<file path="src/rtl/dmem_store_buffer.sv">
// Memory-stage data memory: stores are posted into a FIFO store buffer that drains into a
// single-port word array whenever no load claims the port; loads forward from the youngest match.
module dmem_store_buffer #(
    parameter int MEM_WORDS = 64,
    parameter int SB_DEPTH  = 4
) (
    input  logic                      clk,
    input  logic                      rst,
    input  logic [31:0]               addr,
    input  logic [31:0]               wdata,
    input  logic                      we,
    input  logic                      re,
    output logic [31:0]               rdata,
    output logic                      sb_full,
    output logic                      sb_empty,
    output logic [$clog2(SB_DEPTH):0] sb_count,
    output logic                      sb_ovf
);

    localparam int IDX_W = $clog2(MEM_WORDS);
    localparam int PTR_W = $clog2(SB_DEPTH);
    localparam int CNT_W = PTR_W + 1;

    logic [IDX_W-1:0] idx;
    logic [IDX_W-1:0] ent_idx   [SB_DEPTH];
    logic [31:0]      ent_data  [SB_DEPTH];
    logic [SB_DEPTH-1:0] ent_valid;
    logic [31:0]      mem       [MEM_WORDS];

    logic [PTR_W-1:0] head;
    logic [PTR_W-1:0] tail;
    logic [CNT_W-1:0] count;
    logic [PTR_W-1:0] fwd_pos;
    logic             drain;
    logic             accept;
    logic             unused_addr_bits;

    // Upper address bits alias onto the same word on purpose.
    assign idx              = addr[IDX_W+1:2];
    assign unused_addr_bits = ^{addr[31:IDX_W+2], addr[1:0]};

    always_comb begin
        drain  = ~re & (count != '0);
        accept = we & ((count < CNT_W'(SB_DEPTH)) | drain);
    end

    // NOTE: sequential state uses non-blocking assignments so every register samples pre-edge values.
    always_ff @(posedge clk) begin
        if (!rst) begin
            head      <= '0;
            tail      <= '0;
            count     <= '0;
            ent_valid <= '0;
            sb_ovf    <= 1'b0;
        end else begin
            if (drain) begin
                head            <= head + PTR_W'(1);
                ent_valid[head] <= 1'b0;
            end
            // When full, head == tail; this later assignment keeps the freshly accepted entry valid.
            if (accept) begin
                tail            <= tail + PTR_W'(1);
                ent_valid[tail] <= 1'b1;
            end
            if (we && !accept) begin
                sb_ovf <= 1'b1;
            end
            case ({accept, drain})
                2'b10:   count <= count + CNT_W'(1);
                2'b01:   count <= count - CNT_W'(1);
                default: count <= count;
            endcase
        end
    end

    // NOTE: entry payloads and the word array carry no reset; validity lives in ent_valid alone.
    always_ff @(posedge clk) begin
        if (accept) begin
            ent_idx[tail]  <= idx;
            ent_data[tail] <= wdata;
        end
    end

    always_ff @(posedge clk) begin
        if (rst && drain) begin
            mem[ent_idx[head]] <= ent_data[head];
        end
    end

    // NOTE: every always_comb output gets a default first so no latch is inferred.
    always_comb begin
        rdata   = '0;
        fwd_pos = '0;
        if (re) begin
            rdata = mem[idx];
            // Scan oldest to youngest so the youngest match is the one left standing.
            for (int k = 0; k < SB_DEPTH; k++) begin
                fwd_pos = head + PTR_W'(k);
                if (ent_valid[fwd_pos] && (ent_idx[fwd_pos] == idx)) begin
                    rdata = ent_data[fwd_pos];
                end
            end
        end
    end

    assign sb_count = count;
    assign sb_full  = (count == CNT_W'(SB_DEPTH));
    assign sb_empty = (count == '0);

endmodule
</file>
<file path="config.mk">
export PLATFORM = sky130hd
export DESIGN_NAME = dmem_store_buffer
export DESIGN_NICKNAME = d
export VERILOG_FILES = /design/src/rtl/dmem_store_buffer.sv
export SDC_FILE = /design/constraint.sdc
export NUM_CORES = 2
export LEC_CHECK = 0
export ABC_AREA = 1
export BUFFER_PORTS_ARGS = -buffer_cell sky130_fd_sc_hd__buf_4
export CORE_AREA = 2 2 415 417
export DETAILED_ROUTE_END_ITERATION = 10
export DIE_AREA = 0 0 417 419
export PLACE_DENSITY_LB_ADDON = 0.25
export SYNTH_ARGS = -nofsm -noshare
export SYNTH_HDL_FRONTEND = slang
export SYNTH_SLANG_ARGS = --single-unit
</file>
<file path="constraint.sdc">
create_clock -name clk -period 7.19 [get_ports clk]
set_input_delay 1.0785 -clock clk [delete_from_list [all_inputs] [get_ports clk]]
set_output_delay 1.0785 -clock clk [all_outputs]
set_load 0.02 [all_outputs]
</file>
==> results.tsv <==
metric	value	unit
die area	175000	um^2
Logic pwr share	19.3	%
met3 WL	27.6	mm
Max stage delay cell, worst path	nor2_8	
CTS Buffer Depth	3	
root buffer cell	clkbuf_16	
CP Data Required Time	6110	ps
initial antenna violation count	10	
Final ANT Viol Nets	0	
FF+latch count, synth	2214	
Mapped Area	93000	um^2
Yosys Warn Count	0	
vias in the first global route	60500	
Clock Sinks	2214	
H-tree depth	4	
post-CTS resize count	0	
max cap viols	0	
peak supply drop	0.415	mV
share of cells above drive strength 1	8.16	%
R2R Path End	mem[7][8]	
CP max stage delay	800	ps
Sw Share	30.1	%
Worst Hold End	ent_data[1][23]	
Inserted Clock Buffers	213	
Pint	0.0239	W
# rows	152	
CP startpoint kind	flop	
hold crit path type	in2reg	
CP top delay family	simple AND/OR/NAND/NOR gates	
P_leak	36.4	nW
placer congestion estimate	0.907	
Slew HR	18.9	%
WL met2	124	mm
wire length per cell	24.7	um
Switching Power	0.0103	W
DRC	0	
core region area	171000	um^2
sequential share of power	49.0	%
M1 wire length	97.5	mm
CTS tree	done	
detail-routed via count per cell	6.09	
Clk pwr share	31.7	%
status	finished, final reports clean	
Starting DRT DRC Count	8355	
Worst Hold Path Cells	1	
Buf+Inv Stages, Crit Path	3	
routed vias	64400	
I/O Buffers	79	
Setup TNS	0	ps
Die X-Extent	417	um
Die Y	419	um
Hold Vio Cnt, Final	0	
design area	103000	um^2
crit-path cells	inv_4 -> ha_2 -> buf_4 -> nand3_1 -> nand3_1 -> nand3_1 -> nor2_1 -> nand2_2 -> nor2_8 -> a21oi_1 -> nand2_1 -> nand2_1 -> a21oi_1 -> buf_4	
Post-Syn Nets	8326	
register area share after synthesis	71.4	%
setup repair after global routing missed its margin	no	
fill count	13200	
fin. max-slew vios	0	
Setup WS pre-CTS	1610	ps
Post-CTS Hold Fix Bufs	0	
io pins	106	
PwrDens	331	nW/um^2
grt ovf	0	
Worst Setup Path Type	reg2out	
crit-path max FO	78	
CP dominant cell by count	nand3_1	
Clock transition at path regs	60	ps
area delta synth->final	10.9	%
placed cell area	96400	um^2
final worst slack	784	ps
reg2reg setup slack	2740	ps
Layout Skew	24.7	ps
WP data arrival	5330	ps
highest metal used	met4	
global-route wire length before repair	383	mm
largest net degree at the start of global routing	193	
post-layout power	0.0341	W
Clock Latency Late Sink	860	ps
DP Wirelength	137	mm
synthesized area per cell	11.3	um^2
Layout Nets	8249	
First-pass DRT Iterations	6	
Peak Freq	156	MHz
setup repair bufs after CTS	0	
hold wc startpoint	wdata[23]	
Finish-stage setup viols	0	
worst reg2reg path depth	7	
routed wire length	262	mm
Final min period	6410	ps
crit end category	output pin	
Worst Max-Slew Pin Slew	1220	ps
Mapped Cells	8248	
starting density of the core	54.5	%
fin crit share	89.1	%
Netlist cell types	32	
GRT Overall Usage	29.6	%
cell usage in the layout (no fill, tap or decap), types with 14 or more instances in the layout:
cell type and count:
clkbuf_16 220, o21ai_0 259, buf_12 20, nor2_4 66, buf_4 248, nand2_1 2486, clkinv_1 61, a21oi_1 203
bufinv_16 14, edfxtp_1 2200, nand3_1 2112, nor2_1 122, clkbuf_1 57, o21ai_4 32, clkinv_2 33, inv_1 127
worst reg2reg max path, stage by stage (launching register included):
cell     delay, ps
dfxtp_2        840
inv_1          380
nand3_1        180
nand2_1        350
inv_1          280
nand3_1        640
nor2_4        1020
buf_4          430
how the worst max path moves through the flow:
stage | startpoint | end | cells past startpoint
floorplan | flop | rdata[0] | 9
global placement | addr[2] | rdata[5] | 15
detailed placement | addr[2] | rdata[11] | 12
CTS | head[0] | rdata[14] | 13
global route | head[0] | rdata[14] | 13
finish | head[0] | rdata[11] | 14
stage by stage:
stage | util (%) | hold slack, ps | instances
finish | 60.4 | 412 | 10600
CTS | 60.4 | 374 | 10600
global route | 60.4 | 403 | 10600
detailed placement | 56.5 | 449 | 10200
floorplan | - | 451 | 8248
global placement | 56.5 | 442 | 10200
cell families (layout without fill, tap and decap cells):
family,count (synthesis),count (layout),synth area share [%]
compound gates,514,514,2.79
xor+xnor,4,4,0.0377
fa+ha+maj,10,10,0.143
buf+inv,707,812,3.37
flops,2214,2214,71.4
other cells,0,3,0
simple gates,4799,4799,22.3
synthesized netlist by cell type, drive strengths merged:
cell,n,area [um^2]
fa,1,20.0
o211ai,2,15.0
nand2,2488,9340
ha,9,113
nor2,191,751
a31oi,1,6.26
buf,360,1830
xor2,4,35.0
edfxtp,2200,66100
nand3,2114,10600
clkbuf,204,766
or2,1,6.26
clkinv,2,7.51
nand4,1,6.26
inv,141,532
dfxtp,14,280
nor3,4,25.0
a21oi,208,1060
o21ai,303,1520
final cells by class:
type,count,area (um^2),share of cell area (%)
Clock inverter,118,947,0.919
Multi-Input combinational cell,5327,24300,23.6
Tap cell,2233,2790,2.71
Sequential cell,2214,66300,64.4
Clock buffer,279,5750,5.58
Timing Repair Buffer,272,2320,2.25
Inverter,143,569,0.552
Antenna cell,3,7.51,0.00728
power groups by stage:
stage / clock [W] / combinational, W / sequential [W]
after global placement: 0 / 0.00621 / 0.0170
after floorplan: 0 / 0.00349 / 0.0171
after detailed placement: 0 / 0.00640 / 0.0170
final: 0.0108 / 0.00658 / 0.0167
after CTS: 0.0109 / 0.00642 / 0.0167
after global routing: 0.0114 / 0.00700 / 0.0167
per-layer routing:
metal,track usage [%],vias up
met2,47.9,3570
met4,14.4,0
met5,0,-
met3,6.16,600
met1,38.5,31200
li1,-,29100
state kept, by name, summed over array words and instances, names as in the netlist, named ones only:
register   count
ent_valid      4
head           2
tail           2
ent_data     128
sb_ovf         1
mem         2048
sb_count       3
ent_idx       24
No activity file was read; power rests on OpenSTA's default activity.
